===== config.mk =====
export PLATFORM = sky130hd
export DESIGN_NAME = lfsr_draw_arbiter
export DESIGN_NICKNAME = d
export VERILOG_FILES = /design/src/rtl/lfsr_draw_pkg.sv /design/src/rtl/lfsr_draw_arbiter_core.sv /design/src/rtl/lfsr_draw_arbiter.sv
export SDC_FILE = /design/constraint.sdc
export NUM_CORES = 1
export LEC_CHECK = 0
export CORE_AREA = 10 10 80 82
export DETAILED_ROUTE_END_ITERATION = 16
export DIE_AREA = 0 0 90 92
export HOLD_SLACK_MARGIN = 0.06
export PLACE_DENSITY = 0.68
export SYNTH_ARGS = -nofsm -noshare
export SYNTH_HDL_FRONTEND = slang
export SYNTH_SLANG_ARGS = --single-unit

===== constraint.sdc =====
create_clock -name clk -period 1.75 [get_ports clk]
set_input_delay 0.35 -clock clk [delete_from_list [all_inputs] [get_ports clk]]
set_output_delay 0.35 -clock clk [all_outputs]
set_load 0.03 [all_outputs]

===== src/rtl/lfsr_draw_pkg.sv =====
// lfsr_draw_pkg: shared definitions for the LFSR draw arbiter.
//   state_t      - arbiter FSM encoding (IDLE / STEP / DONE)
//   TAP_MASK     - feedback taps {8,7,6,3,0} of x^8+x^7+x^6+x^3+1
//   DEFAULT_SEED - reset / default seed (non-zero)
//   CNT_W        - width of the per-draw step counter
//   lfsr_next()  - one right-shift step of the 9-bit Fibonacci LFSR
package lfsr_draw_pkg;

  typedef enum logic [1:0] {
    ST_IDLE = 2'd0,
    ST_STEP = 2'd1,
    ST_DONE = 2'd2
  } state_t;

  localparam int          LFSR_W       = 9;
  localparam logic [8:0]  TAP_MASK     = 9'b1_1100_1001;
  localparam logic [8:0]  DEFAULT_SEED = 9'h001;
  localparam int          CNT_W        = 8;

  // Feedback is the parity of the tapped bits; it enters at the MSB.
  function automatic logic [LFSR_W-1:0] lfsr_next(input logic [LFSR_W-1:0] v);
    return {^(v & TAP_MASK), v[LFSR_W-1:1]};
  endfunction

endpackage


===== src/rtl/lfsr_draw_arbiter_core.sv =====
// lfsr_core: the (N+1)-bit LFSR register.
//   clk, reset (async, active low -> q = SEED)
//   advance  : shift one step this cycle
//   load     : load load_val (zero is remapped to 1 to avoid lock-up);
//              load wins over advance
//   q        : current LFSR state
module lfsr_core
  import lfsr_draw_pkg::*;
#(
  parameter int         N    = 8,
  parameter logic [N:0] SEED = DEFAULT_SEED
) (
  input  logic       clk,
  input  logic       reset,
  input  logic       advance,
  input  logic       load,
  input  logic [N:0] load_val,
  output logic [N:0] q
);

  always_ff @(posedge clk or negedge reset) begin
    if (!reset)
      q <= SEED;
    else if (load)
      q <= (load_val == '0) ? (N+1)'(1) : load_val;
    else if (advance)
      q <= lfsr_next(q);
  end

endmodule


===== src/rtl/lfsr_draw_arbiter.sv =====
// lfsr_draw_arbiter: round-robin arbiter sharing one LFSR among NREQ
// requesters. Each granted draw advances the LFSR STEPS times and delivers
// the resulting word.
//   clk, reset    : clock, async active-low reset
//   req[NREQ]     : level requests, held until the matching gnt pulse
//   seed_we       : seed-load strobe (honoured only in IDLE)
//   seed_val[N+1] : seed value (0 maps to 1)
//   gnt[NREQ]     : one-hot single-cycle grant, coincident with rnd_valid
//   rnd[N+1]      : delivered word, held until the next delivery
//   rnd_valid     : pulse when rnd is new
//   busy          : high in STEP and DONE
module lfsr_draw_arbiter
  import lfsr_draw_pkg::*;
#(
  parameter int         N     = 8,
  parameter int         NREQ  = 4,
  parameter int         STEPS = 8,
  parameter logic [N:0] SEED  = DEFAULT_SEED
) (
  input  logic            clk,
  input  logic            reset,
  input  logic [NREQ-1:0] req,
  input  logic            seed_we,
  input  logic [N:0]      seed_val,
  output logic [NREQ-1:0] gnt,
  output logic [N:0]      rnd,
  output logic            rnd_valid,
  output logic            busy
);

  localparam int               PTR_W   = (NREQ > 1) ? $clog2(NREQ) : 1;
  localparam logic [CNT_W-1:0] STEPS_C = CNT_W'(STEPS);

  state_t             state;
  logic [PTR_W-1:0]   rr_ptr;
  logic [PTR_W-1:0]   sel;
  logic [PTR_W-1:0]   pick;
  logic               found;
  logic [CNT_W-1:0]   step_cnt;
  logic [N:0]         lfsr_q;
  logic               lfsr_adv;
  logic               lfsr_load;

  // Only STEP moves the generator; seeds are accepted only while idle.
  assign lfsr_adv  = (state == ST_STEP);
  assign lfsr_load = (state == ST_IDLE) && seed_we;

  lfsr_core #(.N(N), .SEED(SEED)) u_core (
    .clk      (clk),
    .reset    (reset),
    .advance  (lfsr_adv),
    .load     (lfsr_load),
    .load_val (seed_val),
    .q        (lfsr_q)
  );

  // Round-robin search: first set request strictly after the last winner.
  always_comb begin
    pick  = '0;
    found = 1'b0;
    for (int i = 1; i <= NREQ; i++) begin
      if (!found && req[(int'(rr_ptr) + i) % NREQ]) begin
        pick  = PTR_W'((int'(rr_ptr) + i) % NREQ);
        found = 1'b1;
      end
    end
  end

  always_ff @(posedge clk or negedge reset) begin
    if (!reset) begin
      state     <= ST_IDLE;
      rr_ptr    <= PTR_W'(NREQ - 1);
      sel       <= '0;
      step_cnt  <= '0;
      gnt       <= '0;
      rnd       <= '0;
      rnd_valid <= 1'b0;
      busy      <= 1'b0;
    end else begin
      case (state)
        ST_IDLE: begin
          if (!seed_we && found) begin
            sel      <= pick;
            step_cnt <= STEPS_C;
            busy     <= 1'b1;
            state    <= ST_STEP;
          end
        end
        ST_STEP: begin
          step_cnt <= step_cnt - 1'b1;
          if (step_cnt == CNT_W'(1)) begin
            // Capture the post-advance value so rnd is valid on DONE entry.
            rnd       <= lfsr_next(lfsr_q);
            gnt       <= NREQ'(1) << sel;
            rnd_valid <= 1'b1;
            state     <= ST_DONE;
          end
        end
        ST_DONE: begin
          gnt       <= '0;
          rnd_valid <= 1'b0;
          busy      <= 1'b0;
          rr_ptr    <= sel;
          state     <= ST_IDLE;
        end
        default: state <= ST_IDLE;
      endcase
    end
  end

endmodule


Word-level counts from Yosys, hierarchy flattened. Cells that the tools add are included.

Register bits: 38. Bits in latches: 0. Bits in writable memories: 0. Bits in read-only memories: 0. Input bits: 16. Output and inout bits: 15. Logic and storage cells: 88. Memories kept: 0.

$add $sub $neg: 5. Multipliers: 0. Divide/modulo/power cells: 0. $lt $le $gt $ge: 4. Equality and inequality tests: 5. Shifts and indexed selects: 1. Muxes and demuxes: 34. Bitwise logic cells: 4. Reductions and logical operators: 26.

Operator list (number): $mux 9 (3); $lt 3x4->1 const B (4); $pmux 8 s2 (1); $mux 1 (14); $mux 2 (6); $reduce_and 2->1 (6); $logic_not 9->1 (1); $reduce_xor 9->1 (1); $bmux 1 s2 (4); $eq 8x1->1 const B (1); $mux 8 (1); $pmux 4 s2 (1); $reduce_bool 2->1 (4); $reduce_or 2->1 (4); $sub 8x1->8 const B (1); $logic_and 1x1->1 (5); $add 2x1->2 const B (2); $add 2x2->2 const B (2); $and 1x1->1 const A (4); $logic_not 1->1 (4); $mux 4 (1); $ne 2x1->1 const B (2); $pmux 1 s2 (2); $pmux 2 s2 (1); other kinds (4) (4).

Logic depth before layout (Yosys ltp). Gate-level depths: netlist of the first run.

Depth in word-level cells: 19. Mapped depth: 7. Gate-level depth less buffers: 6.

Cells and area by module. A second synthesis of the first run with hierarchy kept.

Cell total of the unflattened synthesis: 179. Area, all modules: 1890.6 µm².

By module, submodules not included: lfsr_draw_arbiter (instances 1, cells an instance 132, area each 1421.4 µm²); lfsr_core (instances 1, cells an instance 47, area each 469.2 µm²).

Worst setup path after synthesis of the first run. Ideal clock, no wire load.

Path kind: register to register. From: register step_cnt[4]. To: register rnd[0]. Setup time: 125 ps. Arrival time: 1726 ps. Setup slack: -101 ps. Stages on the path, launching flop included: 5. Buffers on the path: 0. Clock period less this slack: 1851 ps. Path through: dfrtp_1 -> or4_4 -> nor3_4 -> nand3_4 -> mux2_2.

Longest elaborated chain between the ends: 2.

Ends and longest elaborated chain: from (decl) (line lfsr_draw_arbiter.sv:39) `logic [CNT_W-1:0] step_cnt;`; from (signal assigned) (line lfsr_draw_arbiter.sv:90) `step_cnt <= step_cnt - 1'b1;`; $eq 8x1->1 (line lfsr_draw_arbiter.sv:91) `if (step_cnt == CNT_W'(1)) begin`; $reduce_and 2->1 (no source line); to (signal assigned) (line lfsr_draw_arbiter.sv:93) `rnd <= lfsr_next(lfsr_q);`; to (decl) (line lfsr_draw_arbiter.sv:26) `output logic [N:0] rnd,`.

No other way between the ends. A chain may end at the register's enable or synchronous reset.

Final worst setup path of the first run.
From: register step_cnt[5]. To: register rnd[7].

Same word-level chain as after synthesis.

==> summary.md, run 1 <==
| Metric | Value |
|---|---|
| Final setup violation count | 3 |
| Crit-path max cell delay | 550 ps |
| CP Capture Type | flip-flop |
| Post-synth top area share | 46.7% |
| Total gr overflow | 0 |
| Syn avg cell area | ~11 um2 |
| Total Wirelength | ~4400 um |
| Sequence of cells on the critical path | or4_4 > nor3_4 > nand3_4 > mux2_2 |
| NumNets Final | around 250 |
| Total clock sinks | 38 |
| RSZ-0062 raised after global routing | true |
| # H-tree levels | 2 |
| Number of nets with antenna violations after routing | 0 |
| Status | finished with violations |
| Design Area, Final | between 0.002 and 0.003 mm2 |
| Ant. Diodes | 0 |
| Max-Cap Viols | 0 |
| Synth area leader | dfrtp_1 |
| Post-route setup slack | -4.80 ps |
| Top_reg_cell synth | dfrtp_1 |
| Hold Fails Final Rpt | 0 |
| Placed Area | between 0.002 and 0.0025 mm2 |
| CP max FO | 10 |
| Setup Skew | between 2 and 3 ps |
| Via/cell ratio | between 5 and 6 |
| Fill cells | around 460 |
| FF+latch count, synth | 38 |
| WL/cell | ~15 um |
| Slowest cell on crit path | or4_4 |
| Initial antenna violation count | 0 |
| Crit start category | flip-flop |
| FMAX | around 570 MHz |
| Global-route wire length before repair | roughly 7600 um |
| Height of the chip | 92 um |
| Drt first-iter violations | 46 |
| Most frequent cells in the layout | 35 x dfrtp_1, 27 x clkdlybuf4s50_1, 25 x buf_4 |
| GRT Total Usage | ~11% |
| Worst-margin pin slew | 519 ps |
| Clock Path Buffers | 2 |
| Largest net degree at the start of global routing | 22 |
| CTS clk-pin slew, worst paths | 70 ps |
| Mapped Cells | 177 |
| Most common cell after layout, fill and taps aside | dfrtp_1 |
| Static Leakage | 1.12 nW |
| Hold slack | 508 ps |
| Critical path class | flip-flop to flip-flop |
| Post-synth EDFFs | 0 |
| Initial core utilization | between 30% and 40% |
| Crit path required time | 1920 ps |
| PwrDens | between 1500 and 2000 mW/mm2 |
| Fraction of registers with async set/reset | 100% |
| Crit share post-route | 100% |
| Fin cells | 304 |
| GPL Wtd Cong | 0.850 |
| Hold Path Cell Cnt | 1 |
| Final count of pins violating max slew | 0 |
| Core Area | 0.00491 mm2 |
| Slew headroom | ~65% |
| IO Count | 31 |
| Vias in the first global route | between 1500 and 2000 |
| Clk root buf | clkbuf_8 |
| Hold crit path type | flip-flop to flip-flop |
| Port Buffers | 30 |
| Layout cells sized above 1 | between 20% and 30% |
| VDD IR-drop max | approximately 0.0007 V |
| R2R cell count | 4 |
| Syn nets | ~200 |
| Seq/Total Area, Yosys | between 50% and 60% |
| Area contributors post-synth | dfrtp_1 47%, mux2_2 6.6%, o21ai_0 4.3% |
| Pre-antenna DRT Iters | 4 |
| Area Growth Syn to Fin | 34.7% |
| Worst EP arrival | between 1500 and 2000 ps |
| Die Area | 0.00828 mm2 |
| Synth Warn # | 0 |
| DP Worst Slack | -60.4 ps |
| # DRC | 0 |
| CTS tree | built |
| FP Rows | 26 |
| Die W | around 90 um |
| Detail Placement HPWL | between 3000 and 4000 um |
| Mapped cell area | about 0.0019 mm2 |
| DR vias | approximately 1500 |
| Failing checks | negative setup slack |
| Min Tclk post-route | 1750 ps |
| Number of buffers created by CTS | 5 |
| Placed cells | 295 |
| Post-synth cell types | 41 |
| Skew-Pair Late Insertion Delay | between 200 and 300 ps |
[cell type report]
cell class	instances	area [um2]	share of cell area (%)
Timing Repair Buffer	57	518	20.5
Multi-Input combinational cell	122	841	33.3
Inverter	9	33.8	1.34
Sequential cell	38	955	37.8
Clock buffer	7	86.3	3.42
Tap cell	70	87.6	3.47
Clock inverter	1	5.00	0.198
[path summary, 6_finish.rpt]
kind	startpoint	endpoint	slack [ps]
max	step_cnt[5]	rnd[7]	-5
max in group asynchronous	reset	rr_ptr[0]	620
min	rnd[3]	rnd[3]	510
max reg2reg	step_cnt[5]	rnd[7]	-5
min reg2reg	rnd[3]	rnd[3]	510
min in group asynchronous	reset	rnd[1]	570
[sequential cells by signal, indices dropped and copies added, names as in the netlist]
name	flops
rnd	9
u_core.q	9
step_cnt	8
gnt	4
rr_ptr	2
sel	2
state	2
busy	1
rnd_valid	1
[where the power goes]
group	internal [mW]	switching (mW)	leakage, nW	total [mW]
Clock	0.318	0.294	0.0482	0.611
Combinational	0.905	0.874	0.608	1.78
Sequential	1.21	0.274	0.462	1.49
[kinds of logic (layout without fill, tap and decap cells)]
kind of cell	Yosys count	in the layout	share of synthesized area, %
AOI/OAI and AO/OA	52	52	17.3
and+or+nand+nor	49	49	14.9
DFF	38	38	50.9
buffers and inverters	17	74	4.27
muxes	14	14	8.21
xor gates and xnor gates	5	5	3.07
adders and majority gates	2	2	1.33
[synth_stat cells, drive strengths merged (4+ instances only)]
master	instances
a21oi	11
clkbuf	6
dfrtp	35
inv	9
mux2	11
nand2	8
nand2b	5
nand3b	4
nor2	17
nor3	4
o21ai	16
o22ai	9
[critical path, delay by kind of cell (launching register included)]
| kind | cells | cell delay (ps) |
|---|---|---|
| simple gates | 3 | 920 |
| flops | 1 | 400 |
| mux | 1 | 320 |
[routing by layer]
metal | track usage, % | part of all wire (%) | up-vias
met5 | 0 | 0 | -
met4 | 4.91 | 1.4 | 0
met3 | 3.91 | 5.1 | 6
met2 | 18.0 | 45 | 41
met1 | 13.4 | 48 | 726
li1 | - | - | 753
[repair_timing]
item                       in CTS  in global routing
buffers inserted                0                  0
hold buffers                    1                  0
setup endpoints to repair      13                 15
resized for setup               0                  5
hold endpoints to repair       19                  0
pin swaps                       2                  1
gates cloned                    0                  0
[through the flow]
stage               util (%)  power, mW  TNS, ps
finish                  51.4       3.88    -7.89
global route            51.4       4.18     -860
CTS                     51.3       3.92    -90.1
detailed placement      49.3       3.27     -250
global placement        49.3       3.25     -194
floorplan                  -       2.60     -305
Power figures use the tool's default switching activity.
==> run 2, diff against run 1 <==
- CORE_AREA: 10 10 80 82 -> 10 10 77 85
- DIE_AREA: 0 0 90 92 -> 0 0 87 95
==> summary.md, run 2 (same netlist as run 1, synthesis figures left out) <==
| Metric | Value |
|---|---|
| Area Growth Syn to Fin | 33.5% (was 34.7%) |
| Status | finished with violations (unchanged) |
| Post-route setup slack | -36.0 ps (was -4.80 ps) |
| VDD IR-drop max | 0.000466 V (was 0.000719 V) |
| PwrDens | 1550 mW/mm2 (was 1540 mW/mm2) |
| FP Rows | 27 (was 26) |
| Number of buffers created by CTS | 5 (unchanged) |
| Final count of pins violating max slew | 0 (unchanged) |
| Die W | 87 um (was 90 um) |
| Die Area | 0.00827 mm2 (was 0.00828 mm2) |
| CTS hold repair buffers | 0 (was 1) |
| Delay-heaviest family, CP | simple AND/OR/NAND/NOR gates (unchanged) |
| Total gr overflow | 0 (unchanged) |
| Via/cell ratio | 5.34 (was 5.02) |
| Drt first-iter violations | 69 (was 46) |
| Skew-Pair Late Insertion Delay | 290 ps (about the same) |
| Global-route wire length before repair | 7330 um (was 7650 um) |
| Failing checks | negative setup slack (unchanged) |
| DR vias | 1560 (was 1526) |
| Design Area, Final | 0.00250 mm2 (was 0.00253 mm2) |
| Worst EP arrival | 1960 ps (was 1930 ps) |
| Slew headroom | 68.0% (was 65.4%) |
| R2R Setup Slk | -40 ps (was -5 ps) |
| Critical path class | flip-flop to flip-flop (unchanged) |
| Hold Fails Final Rpt | 0 (unchanged) |
| Most common cell after layout, fill and taps aside | dfrtp_1 (unchanged) |
| Crit share post-route | 102% (was 100%) |
| Number of nets with antenna violations after routing | 0 (unchanged) |
| Largest net degree at the start of global routing | 39 (was 22) |
| GRT Total Usage | 11.1% (was 11.2%) |
| NumNets Final | 251 (unchanged) |
| Hold slack | 103 ps (was 508 ps) |
| CP Capture Type | flip-flop (unchanged) |
| RSZ-0062 raised after global routing | true (unchanged) |
| Slowest cell on crit path | or4_4 (unchanged) |
| Static Leakage | 1.09 nW (was 1.12 nW) |
| Final setup violation count | 9 (was 3) |
| Height of the chip | 95 um (was 92 um) |
| Initial core utilization | 38.3% (was 38.2%) |
| Initial antenna violation count | 0 (unchanged) |
| Total Wirelength | 4360 um (was 4450 um) |
| Worst-margin pin slew | 481 ps (was 519 ps) |
| Detail Placement HPWL | 3140 um (was 3280 um) |
| Top flop regs | rnd: 9 flops, u_core.q: 9 flops, step_cnt: 8 flops (unchanged) |
| Sequence of cells on the critical path | or4_4 > nor3_4 > buf_4 > nand3_4 > mux2_2 (was or4_4 > nor3_4 > nand3_4 > mux2_2) |
| Crit start category | flip-flop (unchanged) |
| Final Total Pwr | 3.89 mW (was 3.88 mW) |
| Ant. Diodes | 0 (unchanged) |
| # DRC | 0 (unchanged) |
| Setup Skew | 6.95 ps (was 2.61 ps) |
| Layout cells sized above 1 | 22.2% (unchanged) |
| Placed Area | 0.00237 mm2 (was 0.00242 mm2) |
| GPL Wtd Cong | 0.851 (was 0.850) |
| Port Buffers | 30 (unchanged) |
| Total clock sinks | 38 (unchanged) |
| CTS tree | built (unchanged) |
| Clk root buf | clkbuf_8 (unchanged) |
| # H-tree levels | 2 (unchanged) |
| FMAX | 560 MHz (was 570 MHz) |
| Hold crit path type | primary input to async pin (was flip-flop to flip-flop) |
| WL/cell | 14.9 um (was 14.6 um) |
| Core Area | 0.00490 mm2 (was 0.00491 mm2) |
| Clock Path Buffers | 2 (unchanged) |
| Crit path required time | 1930 ps (was 1920 ps) |
| IO Count | 31 (unchanged) |
| Vias in the first global route | 1539 (was 1664) |
| Pre-antenna DRT Iters | 4 (unchanged) |
| Max-Cap Viols | 0 (unchanged) |
| Crit-path max cell delay | 560 ps (was 550 ps) |
| Most frequent cells in the layout | 35 x dfrtp_1, 29 x clkdlybuf4s50_1, 25 x buf_4 (was 35 x dfrtp_1, 27 x clkdlybuf4s50_1, 25 x buf_4) |
| Min Tclk post-route | 1790 ps (was 1750 ps) |
| CP bufs+invs | 1 (was 0) |
| CP max FO | 5 (was 10) |
| CTS clk-pin slew, worst paths | 70 ps (about the same) |
-- run 2: cell count changes in the layout (fill, tap and decap cells not counted), moves of 2 or more --
cell	change
o21ai_0	-5
o21ai_1	+5
dlymetal6s2s_1	-2
clkdlybuf4s50_1	+2
-- run 2: final timing paths --
path	start	end	depth (start not counted)
max	step_cnt[5]	rnd[1]	5
min in group clk	step_cnt[7]	step_cnt[7]	1
min	reset	rnd[4]	2
max reg2reg	step_cnt[5]	rnd[1]	5
min reg2reg	step_cnt[7]	step_cnt[7]	1
max in group asynchronous	reset	rr_ptr[0]	2
-- run 2: worst reg2reg max path, delay by kind of cell (launching register included) --
family	cells	cell delay, ps
buffers and inverters	1	150
flip-flops	1	400
AND/OR/NAND/NOR	3	830
multiplexers	1	300
-- run 2: per-layer routing --
layer / global-route usage [%] / wire length (um) / vias up
li1: - / - / 761
met1: 12.8 / 1920 / 744
met2: 18.3 / 2040 / 43
met3: 3.96 / 292 / 12
met4: 4.46 / 106 / 0
met5: 0 / 0 / -
-- run 2: repair_timing --
action	CTS	global route
hold endpoints to repair	0	0
gates cloned	1	0
pin swaps	2	3
endpoints found under the setup margin	13	14
setup buffers	2	1
gates resized for setup	1	9
-- run 2: layout make-up --
| type | count | area (um2) |
|---|---|---|
| clock buffer | 8 | 90.1 |
| fill | 462 | 2390 |
| timing repair buffer | 56 | 494 |
| sequential | 38 | 955 |
| inverter | 9 | 33.8 |
| multi-input combinational | 123 | 858 |
| tap | 58 | 72.6 |
-- run 2: power breakdown --
group          total [mW]  internal, mW  switching [mW]
clock network       0.611         0.321           0.289
registers            1.48          1.21           0.270
logic                1.79         0.908           0.884
-- run 2: metrics by stage --
| stage | setup slack [ps] | utilization, % | TNS (ps) | cells |
|---|---|---|---|---|
| 2_1_floorplan | -76.6 | - | -305 | 177 |
| 3_3_place_gp | -121 | 48.4 | -382 | 280 |
| 3_5_place_dp | -202 | 48.4 | -1170 | 280 |
| 4_1_cts | -52.0 | 50.8 | -425 | 291 |
| 5_1_grt | -131 | 51.1 | -1170 | 292 |
| 6_report | -36.0 | 51.1 | -156 | 292 |
